$ cat src/rtl/rom_fetch_sequencer.sv
// Initiator for a combinational-response ROM: fetches sequential words into a
// 2-entry buffer and hands them downstream with their addresses over valid/ready.
module rom_fetch_sequencer #(
  parameter int ADDR_WIDTH = 28,
  parameter int DATA_WIDTH = 32,
  parameter int LAST_ADDR  = 127,
  parameter int BUF_DEPTH  = 2
) (
  input  logic                  clk,
  input  logic                  reset,
  input  logic                  start,
  input  logic [ADDR_WIDTH-1:0] startAddr,
  input  logic                  redirect,
  input  logic [ADDR_WIDTH-1:0] redirectAddr,
  input  logic                  stop,
  output logic [ADDR_WIDTH-1:0] memAddress,
  output logic                  memReadEn,
  input  logic [DATA_WIDTH-1:0] memData,
  output logic                  instrValid,
  input  logic                  instrReady,
  output logic [DATA_WIDTH-1:0] instrData,
  output logic [ADDR_WIDTH-1:0] instrAddr,
  output logic                  busy,
  output logic                  done
);

  typedef enum logic [1:0] {IDLE, FETCH, DRAIN} state_t;

  localparam logic [ADDR_WIDTH-1:0] LAST  = ADDR_WIDTH'(LAST_ADDR);
  localparam logic [1:0]            DEPTH = 2'(BUF_DEPTH);

  state_t                state, state_next;
  logic [ADDR_WIDTH-1:0] pc;
  logic [1:0]            count;
  logic [ADDR_WIDTH-1:0] entry_addr [2];
  logic [DATA_WIDTH-1:0] entry_data [2];
  logic                  done_q;
  logic                  flush, push, pop, finish;

  always_comb begin
    flush      = redirect && (state != IDLE);
    memReadEn  = (state == FETCH) && (count < DEPTH);
    memAddress = (state == FETCH) ? pc : '0;
    push       = memReadEn && !flush;
    pop        = (count != '0) && instrReady && !flush;
    finish     = (state == DRAIN) && !flush && (count == '0);
    state_next = state;
    case (state)
      IDLE:    if (start) state_next = FETCH;
      FETCH:   if (flush) state_next = FETCH;
               else if (stop || (push && pc >= LAST)) state_next = DRAIN;
      DRAIN:   if (flush) state_next = FETCH;
               else if (count == '0) state_next = IDLE;
      default: state_next = IDLE;
    endcase
  end

  always_ff @(posedge clk) begin
    if (reset) state <= IDLE;
    else       state <= state_next;
  end

  always_ff @(posedge clk) begin
    if (reset) begin
      pc         <= '0;
      count      <= '0;
      done_q     <= 1'b0;
      entry_addr <= '{default: '0};
      entry_data <= '{default: '0};
    end else begin
      done_q <= finish;
      if (state == IDLE && start) begin
        pc <= startAddr;
      end else if (flush) begin
        pc    <= redirectAddr;
        count <= '0;
      end else begin
        if (push) pc <= pc + ADDR_WIDTH'(1);
        // Buffer is a 2-deep shift queue with the head always in entry 0;
        // push+pop together can only happen with exactly one entry held.
        case ({push, pop})
          2'b10: begin
            entry_addr[count[0]] <= pc;
            entry_data[count[0]] <= memData;
            count                <= count + 2'd1;
          end
          2'b01: begin
            entry_addr[0] <= entry_addr[1];
            entry_data[0] <= entry_data[1];
            count         <= count - 2'd1;
          end
          2'b11: begin
            entry_addr[0] <= pc;
            entry_data[0] <= memData;
          end
          default: ;
        endcase
      end
    end
  end

  assign instrValid = (count != '0);
  assign instrData  = instrValid ? entry_data[0] : '0;
  assign instrAddr  = instrValid ? entry_addr[0] : '0;
  assign busy       = (state != IDLE);
  assign done       = done_q;

endmodule

$ cat config.mk
export PLATFORM = sky130hd
export DESIGN_NAME = rom_fetch_sequencer
export DESIGN_NICKNAME = d
export VERILOG_FILES = /design/src/rtl/rom_fetch_sequencer.sv
export SDC_FILE = /design/constraint.sdc
export NUM_CORES = 1
export LEC_CHECK = 0
export ABC_AREA = 1
export BUFFER_PORTS_ARGS = -buffer_cell sky130_fd_sc_hd__buf_4
export CORE_ASPECT_RATIO = 1.5
export CORE_UTILIZATION = 40
export CTS_CLUSTER_SIZE = 28
export DETAILED_ROUTE_END_ITERATION = 10
export GPL_TIMING_DRIVEN = 0
export PLACE_DENSITY = 0.71
export SETUP_SLACK_MARGIN = 0.15
export SYNTH_ARGS = -nofsm -noshare
export SYNTH_HDL_FRONTEND = slang
export SYNTH_SLANG_ARGS = --single-unit
export TNS_END_PERCENT = 1
$ cat constraint.sdc
create_clock -name clk -period 3.9 [get_ports clk]
set_clock_uncertainty 0.05 [all_clocks]
set_input_delay 0.195 -clock clk [delete_from_list [all_inputs] [get_ports clk]]
set_output_delay 0.195 -clock clk [all_outputs]
set_load 0.01 [all_outputs]
; ---- Word-level counts from Yosys, hierarchy flattened
; Index checks and enable logic that the tools add are counted.
; Widths: inputs -> output; s select.
[word_totals]
in_bits = 94
regBits = 153
word_cells = 71
out_inout_bits = 92
[classes]
n_mux = 22
magnitude_cmp = 4
n_eq_ne = 8
reduce_logical = 23
bitwise_logic = 3
addsub = 3
[ops]
columns = op, count
row1 = $mux 28, 6
row2 = $pmux 32 s3, 1
row3 = $pmux 28 s3, 1
row4 = $bwmux 64, 1
row5 = $mux 32, 2
row6 = $bwmux 56, 1
row7 = $demux 32 s1, 1
row8 = $add 28x1->28 const B, 1
row9 = $demux 28 s1, 1
row10 = $ge 28x7->1 const B, 1
row11 = $mux 2, 6
row12 = $logic_and 1x1->1, 10
row13 = $reduce_and 3->1, 3
row14 = $reduce_bool 3->1, 3
row15 = $eq 2x2->1 const B, 3
row16 = $ne 3x2->1 const B, 2
row17 = $pmux 2 s3, 1
row18 = $eq 2x1->1 const B, 2
row19 = $logic_not 2->1, 2
row20 = $pmux 2 s2, 1
row21 = $reduce_bool 2->1, 2
row22 = $add 2x1->2 const B, 1
row23 = $ge 2x2->1 const B, 1
row24 = $lt 2x1->1 const B, 1
row25 = 8 further kinds, 9

; ---- Longest topological paths before layout
; Gate-level depths: netlist (run 1).
[depth]
ltp_word = 9
mapped_depth = 11

; ---- Least setup slack after synthesis (run 1)
; OpenSTA, ideal clock, no wires.
[synth_timing]
path_kind = register to register
start = register pc[0]
end = register pc[18]
required_ps = 3733
period_less_slack_ps = 1700
t_arrival_ps = 1533
setup_slack_ps = 2200
setup_ps = 117
path_stages_with_launch = 11
path_buffers = 0
cell_sequence = dfxtp_1 > ha_1 > nand2_1 > nor2_1 > nand2_1 > nor2_1 > nand3_1 > nand2_1 > nand2_1 > a21oi_1 > nor2_1
[synth_via]
elab_chain_len = 4
[synth_rtl]
columns = item, line_no
row1 = "start, declared", 33  ; logic [ADDR_WIDTH-1:0] pc;
row2 = "start signal, assigned", 73  ; pc <= startAddr;
row3 = "start signal, assigned", 75  ; pc <= redirectAddr;
row4 = "start signal, assigned", 78  ; if (push) pc <= pc + ADDR_WIDTH'(1);
row5 = $add 28x1->28, 78
row6 = $mux 28, 78
row7 = $mux 28, 74  ; end else if (flush) begin
row8 = $mux 28, 72  ; if (state == IDLE && start) begin
; No other way between the ends. The select of a mux whose other input is x is not followed.
; A chain may end at the register's enable or synchronous reset.

; ---- Worst setup path in the final report (run 1)
; Same ends and word-level chain as after synthesis.

==> results.md, run 1 <==
- The worst slew margin relative to its limit is 56.7%.
- The relative contribution of the clock network to total power is 31.7%.
- The number of iterations in the first detailed-routing pass is 5.
- Setup violations remaining at the end of the flow were counted as 0.
- The clock transition at the registers of the reported paths is 0.07 ns.
- The floorplan has 62 rows.
- The floorplan step defined a die boundary enclosing 0.0205 mm2.
- The largest net degree at the start of global routing is 17.
- The path class of the tightest hold or removal check is primary input to flop.
- Summing the areas of all compound-gate instances in the mapped netlist gives 24.8% of the synthesized area.
- The initial antenna violation count came to 0.
- At the end of routability-driven placement, the weighted congestion stood at 0.919.
- Across all setup checks in the final design, the least slack found is 1.34 ns.
- TritonCTS built the clock tree.
- For the pin with the worst max-slew slack, the measured transition is 0.649 ns.
- The total clock buffers created by CTS is 17.
- The endpoint of the worst hold-timing path is pc[7].
- For the worst setup path, the data required time is 4.17 ns.
- The synthesized design contains 153 register bits.
- The largest fanout on the critical path is 7.
- The clock tree synthesis step divided the H-tree into 4 levels.
- The mean instance size in the synthesized netlist is 6.29 um2.
- In this run the most critical hold path is launched from startAddr[7].
- During placement, the flow inserted port buffers numbering 185.
- The fraction of final layout cells with drive strength greater than 1 is 17.2%.
- The filler cells instantiated in the layout total 2008.
- STA classifies the critical path startpoint as a flop.
- Before CTS, the worst setup slack after placement is 1.47 ns.
- The placed wire-length estimate after detailed placement is 19100 um.
- Power spread over the standard cell area amounts to 460 mW/mm2.
- The critical path is of the flop to flop type.
- The internal power is 0.00310 W.
- The multiplexer fraction of the synthesized cell area is 0%.
- Along the worst hold path, the cell count comes to 3.
- The share of the cycle needed by the critical path after routing is 65.7%.
- Of the total power, registers draw 39.7%.
- Across the VDD grid, the largest voltage drop is 0.313 mV.
- After synthesis, the netlist uses 31 different library cells.
- The total congestion overflow is 0.
- The post-synthesis share of cell area spent on and, or, nand and nor gates is 22.9%.
- Across the run, the number of max-cap violations was 0.
- In the routed layout, each cell is associated on average with a via count of 4.96.
- The capture point of the worst reg-to-reg path is pc[18].
- The first global-routing pass estimated 41300 um of wire.
- In this run switching power makes up 36.6% of total power.
- The post-layout net count is 1608.
- The main combinational cell family by area after synthesis is compound AO/OA/AOI/OAI gates.
- The worst register-to-register path has a depth of 10.
- The endpoint type of the worst setup path is a flop.
- The run finished with clean final reports.
- The time the worst path needs with I/O delays and setup is 2.56 ns.
- The final design utilization is 55.0%.
- The number of max-slew violations in the final report was 0.
- From synthesis to final layout, the design area changed by 33.1%.
- Of the synthesized area, sequential elements account for 38.4%.
- For this block, the via count after detailed routing is 8830.
- For this run, the top clock speed supported by timing is 390 MHz.
- The starting utilization of the core area is 41.3%.
- The number of inserted diodes is 0.
- The final number of hold-violating endpoints is 0.
- In this run the remaining antenna-violating nets after routing total 0.
- Measured along the x axis, the die boundary spans 117 um.
- The post-cts repair resize count is 0.
- The tree is rooted in a clkbuf_16.
- The worst flop-to-flop path startpoint is pc[0].
- Setup repair after global routing left no endpoint under its margin.
- The worst-case clock buffer depth is 2.
- Data on the critical path arrives at its endpoint at 2.83 ns.
- The routed wirelength normalized by instance count is 14.3 um.
- After detailed routing, the number of remaining DRC violations is 0.
- The I/O pin count is 186.
- Synthesis produced a netlist with a net count of 1365.
- After technology mapping, the gate count stands at 1270.
- The analysis attributes to net switching a power of 0.00179 W.
- The die is 175 um tall.
- The total routing resource utilization after global routing is 25.1%.
- The clock reaches the later pin of the worst-skew pair after 0.43 ns.
- The synthesized netlist devotes 0.658% of its cell area to XOR and XNOR gates.
- The number of buffers inserted by hold repair at cts is 39.
- The number of placed cells counting well taps is 1711.
- The number of global-route vias before repair is 8345.
- The setup check on the worst reg-to-reg path leaves a slack of 1.34 ns.
- For this block, the routed nets add up to 25600 um of wire.
- The synthesized netlist occupies a cell area of 0.00798 mm2.
- The core footprint is 0.0193 mm2.
- In this run the post-CTS setup repair buffer count came out at 0.
- The filler-free cell count of the finished design is 1782.
- In the final timing run, aggregate negative setup slack is 0 ns.
- Yosys printed 0 warnings.
- The arithmetic-cell share of the synthesized area counting full adders, half adders and majority gates is 0.157%.
- The overall power is 0.00488 W.
- The number of violations reported at the end of detailed-routing iteration 0 is 640.
- The clock net in this run drives a total of 153 sinks.
- The leakage power figure is 4.39 nW.
- The proportion of power drawn by combinational gates is 28.6%.
-- registers in the layout, summed over array words and instances, names as in the netlist --
register    count
state           2
entry_addr     56
entry_data     64
done            1
pc             28
count           2
-- area by class of cell --
cell class	count	area, um2	area share [%]
Multi-Input combinational cell	852	3870	36.4
Sequential cell	153	3060	28.8
Clock inverter	14	115	1.08
Inverter	182	686	6.45
Tap cell	256	320	3.01
Timing Repair Buffer	224	1780	16.7
Clock buffer	18	429	4.04
Buffer	83	364	3.43
-- cell usage after synthesis (all sizes together) --
cell type | number | area share [%]
a21o | 1 | 0.094
a21oi | 146 | 9.2
a31oi | 10 | 0.78
buf | 37 | 2.4
clkbuf | 46 | 2.2
dfxtp | 153 | 38
ha | 1 | 0.16
inv | 182 | 8.6
nand2 | 192 | 9.2
nand3 | 37 | 2.4
nand3b | 1 | 0.094
nand4 | 5 | 0.39
nor2 | 219 | 11
nor3 | 1 | 0.063
o211ai | 3 | 0.28
o21ai | 227 | 14
o21bai | 1 | 0.094
o22ai | 1 | 0.078
or2 | 1 | 0.078
xor2 | 6 | 0.66
-- layer usage --
layer,global-route usage (%),part of all wire (%),vias to the layer above
met5,0,0,-
met4,12.5,3.8,0
met3,3.43,5.5,59
met2,44.8,50,338
met1,29.2,41,3891
li1,-,-,4542
-- worst max-delay path: stages (launching register included) --
cell and delay, ns:
dfxtp_1 0.53, ha_1 0.26, nand2_1 0.11, nor2_1 0.39, nand2_1 0.22, nor2_1 0.44
nand3_1 0.12, nand2_1 0.10, nand2_1 0.05, a21oi_1 0.13, nor2_1 0.05
-- cell families after synthesis --
kind of cell,count (synthesis)
XOR/XNOR,6
adder cells (fa/ha/maj),1
flip-flops,153
AO/OA/AOI/OAI,389
buffers and inverters,265
AND/OR/NAND/NOR,456
-- power groups by stage --
stage | Combinational [W] | Sequential [W] | Clock (W)
3_3_place_gp | 0.00135 | 0.00196 | 0
6_report | 0.00140 | 0.00194 | 0.00155
3_5_place_dp | 0.00136 | 0.00197 | 0
2_1_floorplan | 0.000906 | 0.00190 | 0
5_1_grt | 0.00157 | 0.00196 | 0.00162
4_1_cts | 0.00140 | 0.00193 | 0.00155
-- cells in the final DEF (no fill, tap or decap), types with 2 or more instances in the layout --
| cell | instances |
|---|---|
| nand2_1 | 190 |
| o21ai_0 | 158 |
| inv_6 | 4 |
| nor2_2 | 3 |
| dfxtp_1 | 153 |
| clkinv_4 | 3 |
| clkbuf_1 | 47 |
| dlygate4sd3_1 | 39 |
| xor2_1 | 6 |
| a21oi_1 | 145 |
| buf_4 | 191 |
| inv_2 | 4 |
| a31oi_1 | 10 |
| buf_1 | 7 |
| clkinvlp_4 | 5 |
| inv_1 | 177 |
| nor2_4 | 3 |
| clkbuf_16 | 17 |
| nand4_1 | 5 |
| o211ai_1 | 3 |
| buf_2 | 24 |
| nor2_1 | 213 |
| o21ai_1 | 69 |
| nand3_2 | 2 |
| nand3_1 | 35 |
-- per-stage QoR --
stage,area (um2),hold WS [ns]
after floorplan,7980,0.214
after global placement,9690,0.366
after detailed placement,9690,0.366
after CTS,10600,0.0179
after global routing,10600,0.0248
final,10600,0.0130
-- how the worst max path moves through the flow --
stage / cells after the start / end / start / slack [ns]
final: 10 / pc[18] / pc[0] / 1.34
after global routing: 10 / pc[18] / pc[0] / 1.20
after CTS: 4 / instrData[31] / count[0] / 1.40
after detailed placement: 10 / pc[18] / pc[0] / 1.47
after global placement: 10 / pc[18] / pc[0] / 1.50
after floorplan: 10 / pc[18] / pc[0] / 2.20
Power figures use the tool's default switching activity.
==> inputs of run 2 (changes only) <==
- clock period: 3.9 -> 2.4 ns (I/O delays scaled with it)
==> run 2 against run 1 <==
Against the previous run:
- wire length is 1.5% higher
- count of clock-buffer cells in the layout stayed put
- non-clock buffer count increased by 30
- global-route usage increased by 0.45 points
- sequential power is 62% higher
- clock power grew 61%
- sequential share of layout area down 0.82 points
- largest cell class unchanged
==> results.md, run 2 (synthesis gave the netlist of run 1 again) <==
- The run finished with clean final reports.
- The post-route antenna net violation count is 0.
- The die area is 0.0205 mm2.
- Excluding fillers, the count of instances in the completed layout stands at 1812.
- The largest registers in the layout are entry_data (64), entry_addr (56), pc (28).
- The total congestion overflow is 0.
- The initial antenna violation count is 0.
- At the worst endpoint, the arrival time is 1.97 ns.
- The worst hold path stage count is 5.
- The first detailed-routing pass took 5 iterations.
- The startpoint identified for the worst register-to-register timing path is count[0].
- Signal routing reaches up to met4.
- The pre-CTS setup slack is -0.0306 ns.
- The total of buffers placed on input and output ports is 185.
- For this design the ratio of total power to cell area is 729 mW/mm2.
- The total routing resource utilization after global routing is 25.6%.
- The routed wirelength normalized by instance count is 14.3 um.
- The library cells used most frequently in the layout, excluding fill and tap cells, are 211 x nor2_1, 191 x buf_4, 190 x nand2_1.
- STA puts the critical path data required time at 2.23 ns.
- The setup check on the worst reg-to-reg path leaves a slack of 0.29 ns.
- The flip-flop count of the largest register after layout is 64.
- The classification of the worst-slack hold path is primary input to flop.
- The highest attainable clock frequency is 468 MHz.
- The cell count of the worst reg-to-reg path is 9.
- The clock tree root buffer cell is clkbuf_16.
- The worst path uses 89.0% of the clock period.
- Setup repair after global routing could not meet its margin everywhere.
- The H-tree generated during clock tree synthesis spans 4 levels.
- After detailed routing, the number of remaining DRC violations is 0.
- From synthesis to final layout, the design area changed by 37.1%.
- The capture point of the worst reg-to-reg path is entry_addr[34].
- The number of antenna diodes in the final layout is 0.
- The number of placed cells counting well taps is 1711.
- In this run the most critical hold path is launched from redirectAddr[9].
- The worst setup path is captured at an output pin.
- The top register by number of flip-flops is entry_data.
- TritonCTS built the clock tree.
- The met1 wire length is 10300 um.
- The core footprint is 0.0193 mm2.
- The routed design has 25900 um of wire.
- Leaving out fill and tap cells, the most frequent cell in the layout is nor2_1.
- The worst setup path is of the flop to output pin kind.
- The global placement routability congestion is 0.919.
- Buffers inserted during clock tree synthesis total 17.
- Entering global routing, the biggest net connects 17 pins.
- The CTS sink count is 153.
- Wire segments on met2 add up to 13200 um in the final route.
- At the later pin of the worst-skew pair, clock insertion delay measures 0.43 ns.
- Clock-pin slew was measured on the worst setup and hold paths at 0.07 ns.
- For this design the static power due to leakage is 4.52 nW.
- The routed wire length on met3 is 1520 um.
- From bottom edge to top edge, the die measures 175 um.
- The detailed-route vias per instance is 4.92.
- The nature of the critical path startpoint is a flop.
- The starting utilization of the core area is 41.3%.
- After floorplanning, the core was divided into 62 placement rows.
- The via count of the routed design is 8917.
- Subtracting the final worst setup slack from the clock period gives 2.14 ns.
- The setup total negative slack is 0 ns.
- The number of global-route vias before repair is 8554.
- The endpoint of the worst hold-timing path is pc[9].
- The final number of hold-violating endpoints is 0.
- At the end of the flow, the number of nets in the layout was 1638.
- In this run the tightest slew margin relative to its limit is 58.3%.
- After layout, the worst setup slack is 0.263 ns.
- The clock passes through at most 2 buffers.
- The maximum resistive drop on vdd is 0.510 mV.
- At the pin with the least slew margin, the transition time is 0.626 ns.
- 186 I/O pins were placed.
- The detailed router finished its first iteration with 662 violations.
- Cells with a size suffix above 1 make up 17.1% of the layout.
- The number of max-slew violations in the final report was 0.
- The first global-routing pass estimated 42100 um of wire.
- The total of endpoints with negative setup slack in the final report is 0.
- The die is 117 um wide.
- The placed wire-length estimate after detailed placement is 19100 um.
- Along the worst path, the maximum fanout reaches 10.
- The tool flagged a number of max-cap violations equal to 0.
==> run 2: changes by cell type in the layout (fill, tap and decap cells not counted) <==
cell | previous run | this run
dlygate4sd3_1 | 39 | 69
nor2_1 | 213 | 211
nor2_4 | 3 | 5
dfxtp_1 | 153 | 152
dfxtp_2 | 0 | 1
==> run 2: critical path: stages, from the launching register on <==
cell      delay, ns
dfxtp_1        0.38
nor2_4         0.34
clkbuf_1       0.50
nor2_1         0.15
buf_4          0.18
==> run 2: metal layers <==
metal  vias to the layer above  GRT usage, %
met4                         0          12.0
met2                       328          46.5
met1                      3933          29.4
met3                        53          3.46
li1                       4603             -
met5                         -             0
==> run 2: layout make-up <==
cell class	instances	area, um2
buffer	83	364
clock buffer	18	429
clock inverter	14	115
fill	1978	8370
inverter	182	686
multi-input combinational	852	3880
sequential	153	3060
tap	256	320
timing repair buffer	254	2080
==> run 2: worst max-delay path by stage <==
stage,startpoint,end
2_1_floorplan,pc[0],pc[18]
3_3_place_gp,pc[0],pc[18]
3_5_place_dp,pc[0],pc[18]
4_1_cts,pc[0],pc[18]
5_1_grt,pc[1],pc[24]
6_report,count[0],instrData[31]
==> run 2: stage by stage <==
step | cell area, um2 | utilization, % | hold slack (ns) | power [W]
after CTS | 10900 | 56.6 | 0.00366 | 0.00798
after global routing | 10900 | 56.7 | 0.0505 | 0.00843
final | 10900 | 56.7 | 0.00614 | 0.00797
after detailed placement | 9690 | 50.2 | 0.291 | 0.00540
after floorplan | 7980 | - | 0.139 | 0.00456
after global placement | 9690 | 50.2 | 0.291 | 0.00538
==> run 2: report_power, final <==
group	internal [W]	switching, W	leakage (nW)
registers	0.00285	0.000301	1.25
logic	0.000871	0.00145	3.02
clock network	0.00134	0.00116	0.252
==> run 2: what timing repair did <==
action / 4_1_cts / 5_1_grt
hold buffers: 69 / 0
hold endpoints to repair: 93 / 0
buffers inserted: 0 / 0
gates resized for setup: 2 / 3
endpoints found under the setup margin: 61 / 7
==> inputs of run 3 (changes only) <==
- CELL_PAD_IN_SITES_DETAIL_PLACEMENT: unset -> 2
- CELL_PAD_IN_SITES_GLOBAL_PLACEMENT: unset -> 2
- CORE_UTILIZATION: 40 -> 28
- PLACE_DENSITY: 0.71 -> 0.88
- SLEW_MARGIN: unset -> 20
==> run 3 against run 2 <==
Against the previous run:
- die area is 42% higher
- register-to-register slack worse by 0.11 ns
- hold slack better by 0.0048 ns
- utilization is 17 points lower
- setup slack worse by 0.081 ns
- first-iteration DRC count is 56% lower
- critical path depth is 4 higher
- wire length is 49% higher
- maximum frequency is 3.7% lower
- global-route usage is 1.3 points higher
- largest cell class unchanged
- highest routed layer unchanged
==> results.md, run 3 (synthesis gave the netlist of run 1 again) <==
- The flow ran to the end, and the final reports show no timing, DRC or antenna violations.
- The total congestion overflow is 0.
- The register with the most flip-flops in the layout has 64 of them.
- STA puts the critical path data arrival time at 2.54 ns.
- After detailed placement, the design holds a cell count of 1801.
- The most critical setup path has its startpoint at count[1].
- The clock tree from TritonCTS is yes.
- Setup repair after global routing could not meet its margin everywhere.
- The die is 209 um tall.
- The starting utilization of the core area is 28.5%.
- The worst-case clock buffer depth is 2.
- The first detailed-routing pass took 5 iterations.
- The initial antenna violation count is 0.
- The first global-routing pass estimated 60400 um of wire.
- The largest net degree at the start of global routing is 17.
- The H-tree depth is 4.
- The maximum resistive drop on vdd is 0.543 mV.
- The standard-cell row count is 75.
- OpenSTA, run right after detailed placement, puts the worst setup slack at -0.248 ns.
- The total area of multi-input combinational cells is 0.00390 mm2.
- In this run the horizontal extent of the chip is 140 um.
- The core region is 0.0280 mm2.
- For the worst flop-to-flop path, the logic depth is 8.
- The worst slew margin relative to its limit is 50.4%.
- The classification of the worst-slack hold path is primary input to flop.
- The largest fanout on the critical path is 10.
- The final design utilization is 40.0%.
- The library cell used most frequently in the layout, excluding fill and tap cells, is nor2_1.
- The endpoint type of the worst setup path is a flop.
- The overall power is 0.00871 W.
- The clock transition at the registers of the reported paths is 0.07 ns.
- Leaving out filler cells and counting taps, the final layout contains 1905.
- The data required time of the critical path is 2.72 ns.
- The count of maximum capacitance violations is 0.
- The number of violations reported at the end of detailed-routing iteration 0 is 288.
- The detail route stage leaves a number of antenna-violating nets equal to 0.
- The worst path in the final design needs a cycle of 2.22 ns, including I/O delays and setup.
- The smallest setup slack after layout is 0.182 ns.
- During I/O placement, the number of pins put on the boundary was 186.
- Compared with the post-synthesis result, the final layout area differs by 40.1%.
- Summed over all layers, the routed wires come to 38700 um.
- Once detailed placement completed, the half-perimeter wirelength came to 26300 um.
- The count of buffers added on input and output ports is 185.
- Based on the critical path, the design can be clocked at up to 451 MHz.
- The CTS sink count is 153.
- In this run the critical register-to-register path is launched from count[1].
- The area taken by flip-flops and latches is 0.00307 mm2.
- In this run the static leakage power is 4.59 nW.
- Buffers added to address setup during post-CTS repair amount to 0.
- The finished cells cover 0.0112 mm2.
- The largest registers in the layout are entry_data (64), entry_addr (56), pc (28).
- The total clock buffers created by CTS is 17.
- In the layout the commonest cells are 210 x nor2_1, 191 x buf_4, 189 x nand2_1.
- The congestion estimate from routability-driven global placement came to 0.893.
- The via count of the routed design is 9634.
- Fill cells in the final layout number 3300.
- The total of endpoints with negative setup slack in the final report is 0.
- The total routing resource utilization after global routing is 26.9%.
- The number of antenna diodes in the final layout is 0.
- In the final layout, the share of cells above drive strength 1 is 17.6%.
- The routed wirelength normalized by instance count is 20.3 um.
- The later pin in the worst-skew pair is clocked with a latency of 0.45 ns.
- STA classifies the critical path startpoint as a flop.
- The net count of the finished layout is 1641.
- The die area is 0.0292 mm2.
- More flip-flops sit in one register than any other, and that register is entry_data.
- The total DRC errors in the routed layout is 0.
- By startpoint and endpoint, the worst setup path is classified as flop to flop.
- The beginning of the worst hold path is redirectAddr[22].
- The final critical path takes up 92.4% of the cycle.
- The final number of hold-violating endpoints is 0.
- The number of max-slew violations in the final report is 0.
- The number of global-route vias before repair is 11000.
- The detailed-route vias per instance is 5.06.
- Dividing total power by cell area gives a power density of 779 mW/mm2.
- After detailed placement, the total cell area comes to 0.00980 mm2.
- At the pin with the least slew margin, the transition time is 0.743 ns.
- The clock tree root buffer cell is clkbuf_16.
- The worst hold path stage count is 5.
run 3: cell count changes in the layout (fill, tap and decap cells not counted), moves of 3 or more:
cell and change:
bufinv_16 +3, dlygate4sd3_1 +3, clkbuf_1 -5, clkinvlp_4 -3, clkbuf_2 +5
run 3: path summary, 6_finish.rpt:
check	endpoint	slack [ns]
worst max-delay path	entry_data[39]	0.18
worst min-delay path	pc[22]	0.01
worst max register to register	entry_data[39]	0.18
worst min register to register	entry_data[23]	0.40
run 3: report_power, final:
group | switching, W | internal, W | total (W)
Sequential | 0.000347 | 0.00285 | 0.00320
Clock | 0.00127 | 0.00166 | 0.00294
Combinational | 0.00169 | 0.000883 | 0.00258
Total | 0.00331 | 0.00540 | 0.00871
run 3: final cells by class:
class	count	share of cell area (%)
Buffer	83	3.31
Inverter	182	6.13
Clock buffer	17	3.80
Timing Repair Buffer	257	18.9
Sequential cell	153	27.4
Clock inverter	15	1.71
Tap cell	346	3.87
Multi-Input combinational cell	852	34.9
run 3: what timing repair did:
action | 4_1_cts | 5_1_grt
hold buffers | 72 | 0
setup endpoints to repair | 129 | 108
gates resized for setup | 5 | 14
hold endpoints to repair | 90 | 0
run 3: critical path, cell delays in order, from the launching register on:
cell and delay (ns):
dfxtp_1 0.37, nor2_4 0.38, nor2_2 0.14, nand3_2 0.22
nand2_1 0.10, inv_2 0.17, clkbuf_1 0.41, a21oi_1 0.17
nor2_1 0.13
run 3: per-layer routing:
| layer | share of wire, % | track usage (%) |
|---|---|---|
| met1 | 39 | 28.0 |
| met2 | 55 | 52.6 |
| met3 | 2.4 | 3.12 |
| met4 | 3.9 | 12.7 |
| met5 | 0 | 0 |
run 3: stage by stage:
step,setup TNS [ns],hold slack [ns]
floorplan,0,0.139
global placement,-0.438,0.303
detailed placement,-3.30,0.309
CTS,0,0.0000521
global route,0,0.0196
finish,0,0.0109
